**src/rtl/console_pkg.sv**
```systemverilog
// Shared types and constants for the console text renderer: VGA palette, attribute layout,
// and the frame-counter bit positions used for blink and cursor timing.
package console_pkg;
  localparam int CHAR_W     = 8;
  localparam int BLINK_BIT  = 4;
  localparam int CURSOR_BIT = 3;

  typedef struct packed {
    logic       blink;  // blink or bright-background, depending on blink_en
    logic [2:0] bg;
    logic [3:0] fg;
  } attr_t;

  function automatic logic [23:0] vga_rgb(input logic [3:0] idx);
    logic [23:0] c;
    case (idx)
      4'h0: c = 24'h000000;
      4'h1: c = 24'h0000AA;
      4'h2: c = 24'h00AA00;
      4'h3: c = 24'h00AAAA;
      4'h4: c = 24'hAA0000;
      4'h5: c = 24'hAA00AA;
      4'h6: c = 24'hAA5500;
      4'h7: c = 24'hAAAAAA;
      4'h8: c = 24'h555555;
      4'h9: c = 24'h5555FF;
      4'hA: c = 24'h55FF55;
      4'hB: c = 24'h55FFFF;
      4'hC: c = 24'hFF5555;
      4'hD: c = 24'hFF55FF;
      4'hE: c = 24'hFFFF55;
      default: c = 24'hFFFFFF;
    endcase
    return c;
  endfunction
endpackage

```
**src/rtl/console_text_pipeline_if.sv**
```systemverilog
// Character/attribute RAM and font ROM read bus between the renderer and its memories.
interface console_text_pipeline_if #(
  parameter int ADDR_W  = 11,
  parameter int FONT_AW = 12
);
  logic [ADDR_W-1:0]  text_addr;
  logic [15:0]        text_data;
  logic [FONT_AW-1:0] font_addr;
  logic [7:0]         font_data;

  modport master (output text_addr, output font_addr, input text_data, input font_data);
  modport slave  (input text_addr, input font_addr, output text_data, output font_data);
endinterface

```
**src/rtl/console_blink_timer.sv**
```systemverilog
// Per-frame counter that provides the text-blink and cursor-blink phases.
module console_blink_timer
  import console_pkg::*;
(
  input  logic clk,
  input  logic rst_n,
  input  logic frame_start,
  output logic text_phase,
  output logic cursor_phase
);
  logic [4:0] frame_cnt_d, frame_cnt_q;

  always_comb begin
    frame_cnt_d = frame_cnt_q;
    if (frame_start) frame_cnt_d = frame_cnt_q + 5'd1;
  end

  always_ff @(posedge clk or negedge rst_n) begin
    if (!rst_n) frame_cnt_q <= '0;
    else        frame_cnt_q <= frame_cnt_d;
  end

  // text_phase=1 hides blinking text; cursor_phase=1 shows the cursor
  assign text_phase   = frame_cnt_q[BLINK_BIT];
  assign cursor_phase = ~frame_cnt_q[CURSOR_BIT];
endmodule

```
**src/rtl/console_text_pipeline.sv**
```systemverilog
// Five-stage text-mode renderer: cell decode -> text RAM -> font ROM -> palette/blink/cursor -> RGB.
module console_text_pipeline
  import console_pkg::*;
#(
  parameter int COLS    = 80,
  parameter int ROWS    = 25,
  parameter int CHAR_H  = 16,
  parameter int ADDR_W  = $clog2(COLS*ROWS),
  parameter int FONT_AW = 8 + $clog2(CHAR_H)
)(
  input  logic        clk,
  input  logic        rst_n,
  input  logic [10:0] x,
  input  logic [10:0] y,
  input  logic        de,
  input  logic        frame_start,
  input  logic        blink_en,
  input  logic        cursor_en,
  input  logic [6:0]  cursor_col,
  input  logic [4:0]  cursor_row,
  console_text_pipeline_if.master mem,
  output logic [23:0] rgb,
  output logic        rgb_de
);
  localparam int FY_W   = $clog2(CHAR_H);
  localparam int STAGES = 4;

  typedef struct packed {
    logic [2:0]      fine_x;
    logic [FY_W-1:0] fine_y;
    logic            oor;
    logic            cur;
    logic            blink_en;
  } side_t;

  logic [7:0]  col;
  logic [10:0] crow;
  side_t       side0;
  side_t       side_q [1:STAGES];
  logic [STAGES:0] vld_pipe;

  logic [ADDR_W-1:0]  text_addr_d, text_addr_q;
  logic [FONT_AW-1:0] font_addr_d, font_addr_q;
  attr_t attr_d, attr_q, attr2_q;
  logic [23:0] rgb_d, rgb_q;
  logic        rgb_de_d, rgb_de_q;
  logic        text_phase, cursor_phase;
  attr_t       attr_f;
  logic        pix;
  logic [3:0]  bg_idx;

  console_blink_timer u_blink (
    .clk          (clk),
    .rst_n        (rst_n),
    .frame_start  (frame_start),
    .text_phase   (text_phase),
    .cursor_phase (cursor_phase)
  );

  // Stage 0: cell decode from raster position
  always_comb begin
    col             = x[10:3];
    crow            = y >> FY_W;
    side0.fine_x    = x[2:0];
    side0.fine_y    = y[FY_W-1:0];
    side0.oor       = (32'(col) >= COLS) || (32'(crow) >= ROWS);
    side0.cur       = cursor_en && (col == {1'b0, cursor_col}) && (crow == {6'd0, cursor_row}) &&
                      (32'(side0.fine_y) >= CHAR_H - 2);
    side0.blink_en  = blink_en;
    text_addr_d     = ADDR_W'(32'(crow) * COLS + 32'(col));
    vld_pipe[0]     = de;
  end

  // Stage 2: RAM word is valid; form the font address and grab the attribute
  always_comb begin
    font_addr_d = {mem.text_data[7:0], side_q[2].fine_y};
    attr_d      = attr_t'(mem.text_data[15:8]);
  end

  // Final stage: font row valid; resolve pixel, blink, cursor and palette
  always_comb begin
    attr_f = side_q[STAGES].oor ? attr_t'(8'h00) : attr2_q;
    pix    = side_q[STAGES].oor ? 1'b0 : mem.font_data[3'd7 - side_q[STAGES].fine_x];
    if (side_q[STAGES].blink_en && attr_f.blink && text_phase) pix = 1'b0;
    if (side_q[STAGES].cur && cursor_phase) pix = 1'b1;
    bg_idx   = side_q[STAGES].blink_en ? {1'b0, attr_f.bg} : {attr_f.blink, attr_f.bg};
    rgb_de_d = vld_pipe[STAGES];
    rgb_d    = '0;
    if (vld_pipe[STAGES]) rgb_d = pix ? vga_rgb(attr_f.fg) : vga_rgb(bg_idx);
  end

  always_ff @(posedge clk or negedge rst_n) begin
    if (!rst_n) begin
      vld_pipe[STAGES:1] <= '0;
      for (int i = 1; i <= STAGES; i++) side_q[i] <= '0;
      text_addr_q <= '0;
      font_addr_q <= '0;
      attr_q      <= '0;
      attr2_q     <= '0;
      rgb_q       <= '0;
      rgb_de_q    <= 1'b0;
    end else begin
      vld_pipe[STAGES:1] <= vld_pipe[STAGES-1:0];
      side_q[1] <= side0;
      for (int i = 2; i <= STAGES; i++) side_q[i] <= side_q[i-1];
      text_addr_q <= text_addr_d;
      font_addr_q <= font_addr_d;
      attr_q      <= attr_d;
      attr2_q     <= attr_q;
      rgb_q       <= rgb_d;
      rgb_de_q    <= rgb_de_d;
    end
  end

  assign mem.text_addr = text_addr_q;
  assign mem.font_addr = font_addr_q;
  assign rgb           = rgb_q;
  assign rgb_de        = rgb_de_q;
endmodule

```
**src/flat_wrapper.sv**
```systemverilog
// flat-port wrapper written by rule: the top's interface ports become plain ports
module console_text_pipeline_flat import console_pkg::*;
#(
  parameter int COLS    = 80,
  parameter int ROWS    = 25,
  parameter int CHAR_H  = 16,
  parameter int ADDR_W  = $clog2(COLS*ROWS),
  parameter int FONT_AW = 8 + $clog2(CHAR_H)
)
  (clk, rst_n, x, y, de, frame_start, blink_en, cursor_en, cursor_col, cursor_row, rgb, rgb_de, mem_text_addr, mem_font_addr, mem_text_data, mem_font_data);
  console_text_pipeline_if #(.ADDR_W(ADDR_W), .FONT_AW(FONT_AW)) mem_i ();
  input  logic clk;
  input  logic rst_n;
  input  logic [10:0] x;
  input  logic [10:0] y;
  input  logic de;
  input  logic frame_start;
  input  logic blink_en;
  input  logic cursor_en;
  input  logic [6:0] cursor_col;
  input  logic [4:0] cursor_row;
  output logic [23:0] rgb;
  output logic rgb_de;
  output wire logic [$bits(mem_i.text_addr)-1:0] mem_text_addr;
  output wire logic [$bits(mem_i.font_addr)-1:0] mem_font_addr;
  input wire logic [$bits(mem_i.text_data)-1:0] mem_text_data;
  input wire logic [$bits(mem_i.font_data)-1:0] mem_font_data;
  assign mem_text_addr = mem_i.text_addr;
  assign mem_font_addr = mem_i.font_addr;
  assign mem_i.text_data = mem_text_data;
  assign mem_i.font_data = mem_font_data;
  console_text_pipeline #(.COLS(COLS), .ROWS(ROWS), .CHAR_H(CHAR_H), .ADDR_W(ADDR_W), .FONT_AW(FONT_AW)) u_core (.clk(clk), .rst_n(rst_n), .x(x), .y(y), .de(de), .frame_start(frame_start), .blink_en(blink_en), .cursor_en(cursor_en), .cursor_col(cursor_col), .cursor_row(cursor_row), .mem(mem_i), .rgb(rgb), .rgb_de(rgb_de));
endmodule
```
**config.mk**
```make
export PLATFORM = sky130hd
export DESIGN_NAME = console_text_pipeline_flat
export DESIGN_NICKNAME = d
export VERILOG_FILES = /design/src/rtl/console_pkg.sv /design/src/rtl/console_text_pipeline_if.sv /design/src/rtl/console_blink_timer.sv /design/src/rtl/console_text_pipeline.sv /design/src/flat_wrapper.sv
export SDC_FILE = /design/constraint.sdc
export NUM_CORES = 1
export LEC_CHECK = 0
export ABC_AREA = 1
export BUFFER_PORTS_ARGS = -buffer_cell sky130_fd_sc_hd__buf_2
export CORE_MARGIN = 10
export CORE_UTILIZATION = 45
export DETAILED_ROUTE_END_ITERATION = 8
export GPL_ROUTABILITY_DRIVEN = 0
export PLACE_DENSITY = 0.73
export SLEW_MARGIN = 20
export SYNTH_ARGS = -nofsm -noshare
export SYNTH_HDL_FRONTEND = slang
export SYNTH_SLANG_ARGS = --single-unit
```
**constraint.sdc**
```tcl
create_clock -name clk -period 2.5 [get_ports clk]
set_input_delay 0 -clock clk [delete_from_list [all_inputs] [get_ports clk]]
set_output_delay 0 -clock clk [all_outputs]
set_load 0.02 [all_outputs]
```
Yosys cells after proc, flatten, opt, wreduce, memory -nomap -nowiden:

Memories as Yosys holds them, arrays and structs flattened.
Cells that the tools add are included.

* flip-flop bits (word level): 105
* bits in read-only memories: 768
* logic and storage cells: 59
* output and inout bits: 48
* memories: 2

Memories
* (name not given): words 16, bits a word 24, read ports 1, clocked after Yosys merged registers in 0, wr ports 0, line console_pkg.sv:16 `case (idx)`
* (name not given): words 16, bits a word 24, read ports 1, clocked after Yosys merged registers in 0, wr ports 0, line console_pkg.sv:16

* reduce and logical (&&, ||, !) cells: 7
* add/subtract/negate cells: 3
* multipliers: 1
* multiplexer cells: 9
* bitwise operators: 1
* equal/unequal tests: 2
* order comparisons: 4

Operators by type and width (count)
* 24-bit 2-to-1 mux: 2
* 11-bit by 8-bit adder with 11-bit output: 1
* 8-bit by 7-bit == test with 1-bit output: 1
* 8-bit by 7-bit greater-or-equal comparator with 1-bit output, second input constant: 1
* 8-bit 2-to-1 mux: 1
* 7-bit by 5-bit == test with 1-bit output: 1
* 7-bit by 5-bit greater-or-equal comparator with 1-bit output, second input constant: 1
* 7-bit by 3-bit multiplier with 7-bit output, second input constant: 1
* 1-bit logical AND: 6
* 5-bit by 1-bit adder with 5-bit output, second input constant: 1
* 4-bit greater-or-equal comparator, second input constant: 1
* 3-bit by 4-bit < comparator with 1-bit output, second input constant: 1
* 1-bit 2-to-1 mux: 4
* 4-bit 2-to-1 mux: 1
* 1-bit binary-select mux with 3-bit select: 1
* 3-bit subtractor, first input constant: 1
* 1-bit logical OR: 1
* 1-bit NOT: 1

Depth between registers and ports, before layout:

* depth after elaboration: 8
* mapped depth: 10

Modules after synthesis:

A second synthesis with hierarchy kept.

* cell total of the unflattened synthesis: 276
* area total of the unflattened synthesis: 3243.1 um^2

Modules (own cells, without submodules)
* console_text_pipeline: area each 3017.9 um^2, cells each 251, sequential area each 2026.9 um^2, times used 1
* console_blink_timer: area each 225.2 um^2, cells each 25, sequential area each 125.1 um^2, times used 1

Least setup slack after synthesis:

Ideal clock, no wire load.

* kind: input to register
* start: input y[5]
* end: register u_core.text_addr_q[10], in the netlist u_core.mem.text_addr[10]
* path slack: 0.989 ns
* stages on the path: 9
* library setup time: 0.117 ns
* required time: 2.383 ns
* arrival time: 1.395 ns
* buffers on the path: 0
* cells stage by stage: ha_1 ha_1 ha_1 nand2_1 o21ai_1 nand2_1 nor2_1 nand3b_1 nand2_1

* longest elaborated chain between the ends: 2

RTL lines
* start, declared: line flat_wrapper.sv:15 `input logic [10:0] y;`
* 7-bit by 3-bit multiplier with 7-bit output: line console_text_pipeline.sv:70 `text_addr_d = ADDR_W'(32'(crow) * COLS + 32'(col));`
* 11-bit by 8-bit adder with 11-bit output: line console_text_pipeline.sv:70
* net u_core.text_addr_d[10]: line console_text_pipeline.sv:42 `logic [ADDR_W-1:0] text_addr_d, text_addr_q;`
* end signal, assigned: line console_text_pipeline.sv:106 `text_addr_q <= text_addr_d;`
* end, declared: line console_text_pipeline.sv:42

The timed path passes the listed nets, and every way through them passes these cells.
A chain may end at the register's enable or synchronous reset.

==> results_dict.tcl <==
set metrics [dict create \
    synthFlopType "dfrtp_1" \
    fin_setup_tns_ps 0 \
    drt-initial-drc-count 57 \
    syn_nets 343 \
    synth_area_um2 3220 \
    final_core_util 0.630 \
    clk_path_buf_depth 2 \
    drt_wl_total_um 6700 \
    synthArstFlopShare 1.00 \
    cpMaxStageDelayCell "dlygate4sd3_1" \
    peakVddDrop_uv 296 \
    cts_tree "built" \
    dp.cells 453 \
    insertion_delay_ps 340 \
    preCtsSetupSlack_ps 701 \
    syn_to_final_growth_pct 34.5 \
    core_area_um2 6870 \
    track_usage 0.123 \
    cp-end-kind "flop" \
    yosysMostFrequentCell "dfrtp_1" \
    wire_per_inst_um 13.2 \
    fmax_mhz 477 \
    max_cap_viol_count 0 \
    syn_inst 265 \
    cts_root_buffer "clkbuf_8" \
    setup_viol 0 \
    clk_pin_slew_ps 80 \
    dp_hpwl_um 4970 \
    rsz0062_at_grt "no" \
    worstSetupStartpointType "input pin" \
    cp_common_cell "dlygate4sd3_1" \
    worstMarginPinSlew_ps 721 \
    layout_setup_ws_ps 405 \
    vias_per_cell 4.44 \
    num_vias 2258 \
    ctsResizeCount 0 \
    drc 0 \
    critical_path_class "in -> reg" \
    grt_max_degree 87 \
    cp_max_fo 2 \
    die_h_um 105 \
    ioPinCount 112 \
    fin_crit_ps 2100 \
    synth_edf_count 0 \
    ys_seq_area_frac 0.669 \
    nets 485 \
    grt_pass1_vias 2471 \
    die_w_um 105 \
    grt_antenna_before_repair 1 \
    antenna_left 0 \
    yosys.area.top_type "dfrtp_1" \
    powerDensity_nw_per_um2 676 \
    rows 30 \
    path_cells "dlygate4sd3_1 -> buf_2 -> nor2_1 -> o21ai_1 -> a221oi_1 -> nand3_1 -> dlygate4sd3_1 -> nor2_1 -> dlygate4sd3_1" \
    fin_worst_skew_ps 9.45 \
    hold_viol 0 \
    yosys-top-cells-count "dfrtp_1, nand2_1, inv_1" \
    yosysTopAreaCellShare 0.669 \
    drive_above_1_share 0.330 \
    initial_core_util 0.468 \
    dieArea_um2 10900 \
    grt_pass1_wl_um 11000 \
    fin_crit_sh 0.838 \
    drt_first_pass_iters 4 \
    synth_area_leaders "dfrtp_1, nand2_1, ha_1, buf_4, xor2_1" \
    max_stage_delay_ps 570 \
    cts_max_level 3 \
    critPathArrivalTime_ps 2380 \
    clock-sinks 86 \
    min_path_type "in -> reg" \
    power.total_mw 2.93 \
    grt_overflow 0 \
    ys_warn_count 0 \
    cp.required_ps 2780 \
    ys_types 31 \
    cts_buffers 9 \
    slew_violations 0 \
    io_buffer_count 111 \
    maxSlewHeadroom 0.520 \
    synth-seq-cells 86 \
    status "completed" \
    leakagePower_nw 2.25 \
    stdcell_count 509 \
    syn_area_per_cell_um2 12.1 \
]
## registers in the layout, summed over array words and instances, names as in the netlist
register and count:
u_core.attr2_q 8, u_core.attr_q 8, u_core.font_addr_d 4, u_core.mem.font_addr 12, u_core.mem.text_addr 11, u_core.rgb 5
u_core.rgb_de 1, u_core.rgb_de_d 1, u_core.side_q 28, u_core.u_blink.frame_cnt_q 5, u_core.vld_pipe 3
## path summary, 6_finish.rpt
path | start | to | slack, ps | cells after the start
min in group asynchronous | rst_n | u_core.side_q[9] | 250 | 2
min | x[8] | u_core.mem.text_addr[5] | 90 | 4
max reg2reg | u_core.side_q[7] | u_core.rgb[22] | 1250 | 10
max | y[9] | u_core.side_q[31] | 400 | 9
min reg2reg | u_core.attr_q[6] | u_core.attr2_q[6] | 340 | 0
max in group asynchronous | rst_n | u_core.mem.text_addr[9] | 1750 | 2
## where the power goes
part           switching (mW)  total, mW  internal (mW)
combinational           0.270      0.486          0.216
sequential             0.0582       1.57           1.52
clock                   0.495      0.866          0.371
## critical path, delay by kind of cell
family / cells / cell delay (ps)
AND/OR/NAND/NOR: 3 / 310
AO/OA/AOI/OAI: 2 / 280
buffers and inverters: 4 / 1770
## cell type report
class	instances	area, um^2
Fill cell	539	2540
Clock inverter	7	55.1
Sequential cell	86	2150
Timing Repair Buffer	150	952
Antenna cell	1	2.50
Multi-Input combinational cell	134	826
Tap cell	96	120
Inverter	26	97.6
Clock buffer	9	124
## per-layer routing
metal | part of all wire | wire length (um) | track usage
met1 | 0.36 | 2430 | 0.115
met2 | 0.51 | 3430 | 0.216
met3 | 0.11 | 759 | 0.0762
met4 | 0.011 | 77 | 0.0437
met5 | 0 | 0 | 0
## timing repair
action | in CTS | in global routing
setup buffers | 0 | 0
hold buffers | 39 | 0
hold endpoints to repair | 122 | 0
## layout by cell type, fill, tap and decap left out, types with 2 or more instances in the layout
master and count:
nand3_1 12, xnor2_1 3, nor2_1 17, a21oi_1 4, fa_1 2, buf_2 110, dfrtp_1 86, o211ai_1 2
clkbuf_8 9, ha_1 12, nor4_1 2, nand2_1 45, nand2_2 2, inv_2 4, o21ai_0 4, o21ai_1 3
clkinvlp_4 2, dlygate4sd3_1 39, inv_1 22, xor2_1 11, inv_6 3, nand4_1 2
## stage by stage
step                      instance area [um^2]  hold WS, ps
after detailed placement                  3750          109
after global routing                      4330         85.3
after CTS                                 4320         68.8
final                                     4330         92.1
after global placement                    3750          109
after floorplan                           3220         -296
## cells by family after synthesis
group / after synthesis / synth area share
DFF: 86 / 0.669
and+or+nand+nor: 85 / 0.117
buffers and inverters: 45 / 0.0746
AOI/OAI and AO/OA: 20 / 0.0385
xor gates and xnor gates: 14 / 0.0381
adders and majority gates: 14 / 0.0591
muxes: 1 / 0.00350
Note: power is estimated with default switching activity, not from simulation.
